## config.mk

```make
export PLATFORM = sky130hd
export DESIGN_NAME = fanout_broadcast_buffer
export DESIGN_NICKNAME = d
export VERILOG_FILES = /design/src/rtl/fanout_broadcast_buffer_pkg.sv /design/src/rtl/reg_fifo_d2.sv /design/src/rtl/fanout_broadcast_buffer.sv
export SDC_FILE = /design/constraint.sdc
export NUM_CORES = 1
export LEC_CHECK = 0
export CELL_PAD_IN_SITES_DETAIL_PLACEMENT = 2
export CELL_PAD_IN_SITES_GLOBAL_PLACEMENT = 2
export CORE_ASPECT_RATIO = 1.5
export CORE_MARGIN = 10
export CORE_UTILIZATION = 24
export CTS_CLUSTER_SIZE = 24
export DETAILED_ROUTE_END_ITERATION = 10
export GPL_TIMING_DRIVEN = 0
export PLACE_DENSITY_LB_ADDON = 0.3
export SYNTH_ARGS = -nofsm -noshare
export SYNTH_HDL_FRONTEND = slang
export SYNTH_HIERARCHICAL = 1
export SYNTH_SLANG_ARGS = --single-unit
```

## constraint.sdc

```tcl
create_clock -name CLK -period 2.6 [get_ports CLK]
set_input_delay 0.26 -clock CLK [delete_from_list [all_inputs] [get_ports CLK]]
set_output_delay 0.26 -clock CLK [all_outputs]
set_load 0.01 [all_outputs]
```

## src/rtl/fanout_broadcast_buffer_pkg.sv

```systemverilog
// fanout_broadcast_buffer_pkg: defaults and mask type shared by the fanout logic
package fanout_broadcast_buffer_pkg;
  localparam int FANOUT_NUM_OUT_DEFAULT = 20;
  localparam int FANOUT_WIDTH_DEFAULT = 17;
  typedef logic [FANOUT_NUM_OUT_DEFAULT-1:0] fanout_mask_t;
endpackage

```

## src/rtl/reg_fifo_d2.sv

```systemverilog
// reg_fifo_d2: two-entry register FIFO, head always in head_q
module reg_fifo_d2
  import fanout_broadcast_buffer_pkg::*;
#(
  parameter int WIDTH = FANOUT_WIDTH_DEFAULT
) (
  input  logic             CLK,
  input  logic             ASYNCRESET,
  input  logic             push,
  input  logic             pop,
  input  logic [WIDTH-1:0] din,
  output logic [WIDTH-1:0] dout,
  output logic [1:0]       count,
  output logic             full,
  output logic             empty
);
  logic [WIDTH-1:0] head_q, head_d, tail_q, tail_d;
  logic [1:0] count_q, count_d;
  logic push_ok, pop_ok;
  assign dout = head_q;
  assign count = count_q;
  assign full = (count_q == 2'd2);
  assign empty = (count_q == 2'd0);
  // next head/tail/count; a pop shifts the tail forward or takes the incoming word
  always_comb begin
    push_ok = push & ~full;
    pop_ok = pop & ~empty;
    count_d = count_q + {1'b0, push_ok} - {1'b0, pop_ok};
    head_d = pop_ok ? (count_q == 2'd2 ? tail_q : din) : ((push_ok && count_q == 2'd0) ? din : head_q);
    tail_d = (push_ok && !pop_ok && count_q == 2'd1) ? din : tail_q;
  end
  // storage registers, flushed on reset
  always_ff @(posedge CLK or posedge ASYNCRESET) begin
    if (ASYNCRESET) begin
      count_q <= 2'd0;
      head_q <= '0;
      tail_q <= '0;
    end else begin
      count_q <= count_d;
      head_q <= head_d;
      tail_q <= tail_d;
    end
  end
endmodule

```

## src/rtl/fanout_broadcast_buffer.sv

```systemverilog
// fanout_broadcast_buffer: registered broadcast stage with per-consumer acceptance tracking
module fanout_broadcast_buffer
  import fanout_broadcast_buffer_pkg::*;
#(
  parameter int NUM_OUT = FANOUT_NUM_OUT_DEFAULT,
  parameter int WIDTH = FANOUT_WIDTH_DEFAULT
) (
  input  logic               CLK,
  input  logic               ASYNCRESET,
  input  logic [WIDTH-1:0]   data_in,
  input  logic               valid_in,
  output logic               ready_out,
  input  logic [NUM_OUT-1:0] en,
  input  logic [NUM_OUT-1:0] cfg_mask,
  output logic [WIDTH-1:0]   data_out,
  output logic [NUM_OUT-1:0] valid_out,
  input  logic [NUM_OUT-1:0] ready_in,
  output logic               busy
);
  logic [NUM_OUT-1:0] active, pending_q, pending_d, done_next, accept;
  logic [1:0] count;
  logic push, pop, full, empty;
  assign ready_out = ~full;
  assign busy = (count != 2'd0);
  assign push = valid_in & ready_out;
  reg_fifo_d2 #(.WIDTH(WIDTH)) u_fifo (
    .CLK(CLK),
    .ASYNCRESET(ASYNCRESET),
    .push(push),
    .pop(pop),
    .din(data_in),
    .dout(data_out),
    .count(count),
    .full(full),
    .empty(empty)
  );
  // valid gating and pop once every active consumer has taken the head
  always_comb begin
    active = en & cfg_mask;
    valid_out = {NUM_OUT{~empty}} & active & pending_q;
    done_next = ~active | ~pending_q | ready_in;
    pop = ~empty & (&done_next);
    accept = valid_out & ready_in;
    pending_d = pop ? '1 : pending_q & ~accept;
  end
  // owed-acceptance bits for the current head word
  always_ff @(posedge CLK or posedge ASYNCRESET) begin
    if (ASYNCRESET) pending_q <= '1;
    else pending_q <= pending_d;
  end
endmodule

```

==> results of run 1 <==
==> layer usage <==
metal	GRT usage [%]	vias up	routed length [um]
li1	-	1435	-
met1	15.4	1557	5190
met2	23.9	87	6500
met3	2.99	9	646
met4	3.39	0	141
met5	0	-	0
==> path summary, 6_finish.rpt <==
path | from | to | slack, ps | depth (start not counted)
max | ready_in[9] | u_fifo/count[0]$_DFF_PP0_ | 130 | 11
max reg2reg | pending_q[4]$_DFF_PP1_ | u_fifo/count[0]$_DFF_PP0_ | 150 | 10
min reg2reg | pending_q[9]$_DFF_PP1_ | pending_q[9]$_DFF_PP1_ | 480 | 2
min | ready_in[3] | pending_q[3]$_DFF_PP1_ | 230 | 4
min in group asynchronous | ASYNCRESET | u_fifo/tail_q[11]$_DFFE_PP0P_ | 480 | 2
max in group asynchronous | ASYNCRESET | u_fifo/count[1]$_DFF_PP0_ | 1530 | 2
==> timing repair <==
action,CTS,global route
setup buffers,5,8
resized for setup,17,11
pin swaps,6,6
setup endpoints to repair,43,11
==> layout make-up <==
cell class	count	area (um^2)
plain buffers	22	169
clock buffers	6	139
clock inverters	2	10.0
fillers	1467	8440
inverters	19	71.3
multi-input cells	214	1650
flip-flops and latches	56	1430
well taps	162	203
repair buffers	131	1290
==> tightest hold or removal path, cell delays in order <==
cell and delay [ps]:
dlymetal6s2s_1 90, nand2_1 50, nand2_1 80, o21ai_2 50
==> power groups by stage <==
stage | combinational (mW) | clock, mW | sequential [mW]
final | 2.69 | 0.710 | 1.67
after CTS | 2.67 | 0.754 | 1.67
after global routing | 2.96 | 0.780 | 1.75
after detailed placement | 2.56 | 0 | 1.68
after global placement | 2.49 | 0 | 1.65
after floorplan | 1.49 | 0 | 1.66
==> layout by cell type (no fill, tap or decap), types with 15 or more instances in the layout <==
master and instances:
clkdlybuf4s50_1 113, nand2_1 41, dfrtp_1 34, and4b_1 20, dfstp_2 20, o21ai_2 19, nand3b_1 19, inv_1 18
nor3b_1 15, a31oi_1 15
==> metrics by stage <==
| stage | worst slack, ps | hold WS (ps) | total power, mW | TNS (ps) |
|---|---|---|---|---|
| 6_report | 127 | 233 | 5.06 | 0 |
| 5_1_grt | 1.43 | 261 | 5.49 | 0 |
| 4_1_cts | 2.92 | 351 | 5.09 | 0 |
| 3_5_place_dp | -897 | 475 | 4.25 | -14660 |
| 3_3_place_gp | -786 | 459 | 4.14 | -12640 |
| 2_1_floorplan | 68.9 | 389 | 3.15 | 0 |
==> sequential cells by signal, indices dropped and copies added, names as in the netlist <==
name / count
pending_q: 20
u_fifo/count: 2
u_fifo/dout: 17
u_fifo/tail_q: 17
==> kinds of logic (layout without fill, tap and decap cells) <==
| kind of cell | Yosys count | count (layout) | synth area share (%) |
|---|---|---|---|
| simple gates | 131 | 131 | 26.4 |
| compound gates | 63 | 63 | 16.5 |
| flops | 56 | 56 | 43.9 |
| buf+inv | 41 | 180 | 6.05 |
| mux | 18 | 18 | 6.36 |
| fa+ha+maj | 1 | 1 | 0.385 |
| xor+xnor | 1 | 1 | 0.270 |
==> summary.md, run 1 <==
| Metric | Value |
|---|---|
| Asr flop ratio synth | `100%` |
| Worst-case clock buffer depth | `2` |
| GRT overflow | `0` |
| Initial drt markers | `~110` |
| Sink Count | `56` |
| Final Util | `37.0%` |
| Status | `finished clean` |
| Detailed placer's ending HPWL | `9.69 mm` |
| CP max FO | `4` |
| Max-cap viol count | `0` |
| Clock Power Share | `between 10 and 15%` |
| Post-route DRC | `0` |
| Top-area cell type share of the netlist area | `between 20% and 30%` |
| Ys flop type | `dfrtp_1` |
| Most frequent cell after synthesis | `nand2_1` |
| Die Y | `about 160 um` |
| Initial Util | `24.2%` |
| Share of layout cells above drive strength 1 | `~25%` |
| Int Pwr | `3.14 mW` |
| Fin. max-slew vios | `0` |
| Largest delay share family, worst path | `simple AND/OR/NAND/NOR gates` |
| Drt wl/cell | `20.4 um` |
| Post-route antenna net violation count | `0` |
| Worst path bufs/invs | `3` |
| Leakage | `1.98 nW` |
| Min-Delay Path Class | `in2reg` |
| Worst slew margin | `44.4%` |
| Post-CTS Hold Buffers | `0` |
| Flops & latches, synth | `between 50 and 60` |
| Yosys top cell by area | `dfrtp_1` |
| Unrepaired setup endpoints after global routing | `false` |
| Synth Instances | `approximately 310` |
| Largest net degree at the start of global routing | `37` |
| Post-Syn Area | `approximately 3200 um^2` |
| Slew @ Worst Pin | `between 800 and 900 ps` |
| Drt first pass iters | `4` |
| Area growth syn-to-layout | `52.8%` |
| Drt total wl | `around 12 mm` |
| Nets | `between 500 and 600` |
| Root Buffer Master | `clkbuf_16` |
| Post-route insts no fill | `between 600 and 700` |
| Gpl congestion | `approximately 0.74` |
| Distinct cells, synth | `42` |
| Vias in the first global route | `3523` |
| Worst skew pair latency | `about 300 ps` |
| Critical Path Max Stage Delay | `slightly below 600 ps` |
| Htree depth | `2` |
| Crit path capture type | `register` |
| Psw | `around 1.9 mW` |
| Vias per std cell | `~5.0` |
| # IOs | `about 120` |
| Final hold vios | `0` |
| Maximum clock frequency | `between 400 and 500 MHz` |
| Fin crit share | `a little over nine tenths` |
| Data arrival, critical path | `roughly 2700 ps` |
| Setup Viol. Count Final | `0` |
| Minimum clock period | `about 2500 ps` |
| Sw Ratio | `37.9%` |
| Clock skew | `~6.5 ps` |
| Syn_nets | `392` |
| Rows | `52` |
| Comb power frac | `roughly 53%` |
| Die Width | `115 um` |
| Synth top area cells | `dfrtp_1 (28%), dfstp_2 (16%), and4b_1 (6.2%)` |
| Required @ worst endpoint | `2790 ps` |
| Die ar. | `18700 um^2` |
| Port Buf Inserts | `118` |
| Final Cell Area | `about 5000 um^2` |
| Kind of critical path | `in2reg` |
| Syn avg cell area | `about 10 um^2` |
| Core Box Area | `13400 um^2` |
| Worst vdd ir | `~0.38 mV` |
| CTS tree | `built` |
| Aggregate global-route resource usage | `13.3%` |
| Placed inst area | `4630 um^2` |
| Post-synth EDFFs | `0` |
| PwrDens | `around 1000 nW/um^2` |
| Critical path's slowest cell | `or4_4` |
| Clk pin slew, worst setup/hold paths | `~70 ps` |
| Inserted Clock Buffers | `5` |
| Sequential fraction of the synthesis area | `a little over two fifths` |
| Top cells by count, synth | `nand2_1 (41), dfrtp_1 (36), and4b_1 (20), dfstp_2 (20)` |
| First-pass GRT wire length | `about 20 mm` |
| Antenna diode count | `0` |
| Initial antenna violation count | `0` |
| Crit path launch type | `input pin` |
| Placed insts | `just under 600` |
| Yosys Warn Count | `6` |
| Critical-path cell list | `clkdlybuf4s50_1 -> nand4b_1 -> o2111ai_2 -> or4_4 -> buf_12 -> nor2_4 -> buf_4 -> nor2b_1 -> o21ba_2 -> nor2_1 -> ha_2` |
| Total number of vias | `roughly 3100` |
| Proportion of power drawn by flip-flops and latches | `around a third` |
Note: power is estimated with default switching activity, not from simulation.
==> run 2, diff against run 1 <==
Settings changed: PLACE_DENSITY from default to 0.79, PLACE_DENSITY_LB_ADDON 0.3 to default.
==> run 2 against run 1 <==
Die area stayed put. First-iteration DRC count fell by 26%. Sequential share of layout area rose by 0.50 points. Critical endpoint is now u_fifo/count[1]$_DFF_PP0_. Largest power group unchanged.
==> summary.md, run 2 (synthesis gave the netlist of run 1 again) <==
| Metric | Value |
|---|---|
| Aggregate global-route resource usage | `13.4% (+0.073 points)` |
| Vias in the first global route | `3600 (+2.2%)` |
| Area of the multi-input gates | `1640 um^2 (-0.53%)` |
| Dpl ws | `-900 ps (-2.91 ps)` |
| Comb power frac | `51.6% (-1.5 points)` |
| Clk pin slew, worst setup/hold paths | `70 ps (about the same)` |
| Post-route antenna net violation count | `0 (unchanged)` |
| Post-route DRC | `0 (unchanged)` |
| Proportion of power drawn by flip-flops and latches | `32.9% (about the same)` |
| # IOs | `119 (unchanged)` |
| Drt first pass iters | `4 (unchanged)` |
| Clock Power Share | `15.5% (+1.5 points)` |
| Fin. max-slew vios | `0 (unchanged)` |
| Rows | `52 (unchanged)` |
| Sum of negative setup slack | `0 ps (unchanged)` |
| Nets | `521 (-1.7%)` |
| Initial Util | `24.2% (unchanged)` |
| Antenna diode count | `0 (unchanged)` |
| Sink Count | `56 (unchanged)` |
| Minimum clock period | `2520 ps (+47.5 ps)` |
| Psw | `1.93 mW (+0.73%)` |
| Leakage | `1.90 nW (-4.4%)` |
| Core Box Area | `13400 um^2 (unchanged)` |
| Largest register FFs | `20 (unchanged)` |
| Data arrival, critical path | `2690 ps (+30 ps)` |
| Status | `finished clean` |
| Drt wl/cell | `21.2 um (+4.0%)` |
| Htree depth | `2 (unchanged)` |
| Port Buf Inserts | `118 (unchanged)` |
| Sw Ratio | `37.9% (+0.041 points)` |
| Detailed placer's ending HPWL | `9.98 mm (+3.0%)` |
| Filler cells | `1486 (+1.3%)` |
| Gpl congestion | `0.746 (+0.23%)` |
| Crit path capture type | `register` |
| Start of the worst register-to-register path | `u_fifo/count[0]$_DFF_PP0_` |
| Worst-case clock buffer depth | `2 (unchanged)` |
| Crit path launch type | `input pin` |
| Total number of vias | `3068 (-0.65%)` |
| Area growth syn-to-layout | `50.2%` |
| Largest net degree at the start of global routing | `37 (unchanged)` |
| Int Pwr | `3.16 mW (+0.56%)` |
| Commonest non-fill, non-tap cell in the layout | `clkdlybuf4s50_1` |
| Kind of critical path | `in2reg` |
| Most frequent cells in the layout | `clkdlybuf4s50_1 (118), nand2_1 (41), dfrtp_1 (34)` |
| Drt total wl | `12.8 mm (+2.5%)` |
| Biggest register | `pending_q` |
| Root Buffer Master | `clkbuf_16` |
| Inserted Clock Buffers | `5 (unchanged)` |
| Worst R2R Setup Slack | `120 ps (-30 ps)` |
| Initial drt markers | `78 (-26%)` |
| Seq. cell area | `1430 um^2 (unchanged)` |
| First-pass GRT wire length | `20.1 mm (+1.0%)` |
| Setup Viol. Count Final | `0 (unchanged)` |
| Critical path endpoint | `u_fifo/count[1]$_DFF_PP0_` |
| Worst vdd ir | `0.445 mV (+16%)` |
| Worst skew pair latency | `300 ps (about the same)` |
| Final Util | `36.4% (-0.63 points)` |
| Clock skew | `5.77 ps (-0.742 ps)` |
| Min-Delay Path Class | `in2async` |
| Slew @ Worst Pin | `866 ps (+32.4 ps)` |
| Fin crit share | `97.0% (+1.8 points)` |
| Die Y | `162 um (unchanged)` |
| R2R depth | `11 (+1)` |
| Initial antenna violation count | `0 (unchanged)` |
| GRT overflow | `0 (unchanged)` |
| Maximum clock frequency | `397 MHz (-1.9%)` |
| CP max FO | `10 (+6)` |
| Final worst setup slack | `79.1 ps (-47.5 ps)` |
| PwrDens | `1040 nW/um^2 (+2.4%)` |
| Die ar. | `18700 um^2 (unchanged)` |
| Post-CTS Hold Buffers | `0 (unchanged)` |
| Die Width | `115 um (unchanged)` |
| Setup crit start | `ready_in[15]` |
| Share of layout cells above drive strength 1 | `22.9% (-2.2 points)` |
| Max-cap viol count | `0 (unchanged)` |
| Final hold vios | `0 (unchanged)` |
| CTS tree | `built` |
| Worst R2R End | `u_fifo/count[1]$_DFF_PP0_` |
| Required @ worst endpoint | `2770 ps (-20 ps)` |
| Vias per std cell | `5.09 (+0.84%)` |
| Worst slew margin | `42.2% (-2.1 points)` |
[run 2: cell types whose count changed in the layout (fill, tap and decap cells not counted), moves of 2 or more]
cell             before  now
clkdlybuf4s50_1     113  118
clkbuf_8              2    0
buf_4                13    5
dlymetal6s2s_1        4    0
[run 2: critical path: stages]
cell	delay, ps
clkdlybuf4s50_1	480
nand4b_1	130
o2111ai_1	140
or4_4	600
nor2_4	170
buf_6	150
buf_6	150
nand3_1	90
o21ai_1	120
nor2_1	70
ha_1	190
xnor2_1	130
[run 2: power groups by stage]
stage / combinational (mW) / sequential, mW / clock [mW]
floorplan: 1.49 / 1.66 / 0
CTS: 2.66 / 1.67 / 0.817
global route: 2.88 / 1.74 / 0.843
global placement: 2.49 / 1.66 / 0
finish: 2.63 / 1.67 / 0.791
detailed placement: 2.59 / 1.68 / 0
[run 2: area by class of cell]
cell class              instances  area share (%)
clock inverters                 2           0.719
clock buffers                   6            2.64
repair buffers                123            25.0
plain buffers                  21            3.03
well taps                     162            4.16
inverters                      19            1.46
multi-input cells             214            33.7
flip-flops and latches         56            29.3
[run 2: worst min path at each step]
stage                                  startpoint                            end  slack (ps)  cells past startpoint
finish                                 ASYNCRESET  u_fifo/tail_q[12]$_DFFE_PP0P_         470                      2
global route              pending_q[15]$_DFF_PP1_        pending_q[15]$_DFF_PP1_         510                      2
CTS                       pending_q[10]$_DFF_PP1_        pending_q[10]$_DFF_PP1_         490                      2
detailed placement        pending_q[16]$_DFF_PP1_        pending_q[16]$_DFF_PP1_         470                      2
global placement    u_fifo/tail_q[16]$_DFFE_PP0P_  u_fifo/tail_q[16]$_DFFE_PP0P_         460                      1
floorplan                             data_in[15]    u_fifo/dout[15]$_DFFE_PP0P_         390                      2
[run 2: timing repair]
item / CTS / global route
setup buffers: 5 / 0
pin swaps: 3 / 1
resized for setup: 12 / 7
setup endpoints to repair: 46 / 14
[run 2: metrics by stage]
step	hold WS (ps)	instance area [um^2]	power [mW]	cells
2_1_floorplan	389	3250	3.15	311
3_3_place_gp	462	4630	4.15	591
3_5_place_dp	474	4630	4.27	591
4_1_cts	490	4860	5.15	603
5_1_grt	506	4880	5.47	603
6_report	466	4880	5.09	603
[run 2: layer usage]
metal / up-vias / GRT usage, % / share of wire, %
li1: 1420 / - / -
met1: 1539 / 13.9 / 38
met2: 100 / 26.1 / 56
met3: 9 / 2.99 / 4.8
met4: 0 / 2.82 / 1.2
met5: - / 0 / 0
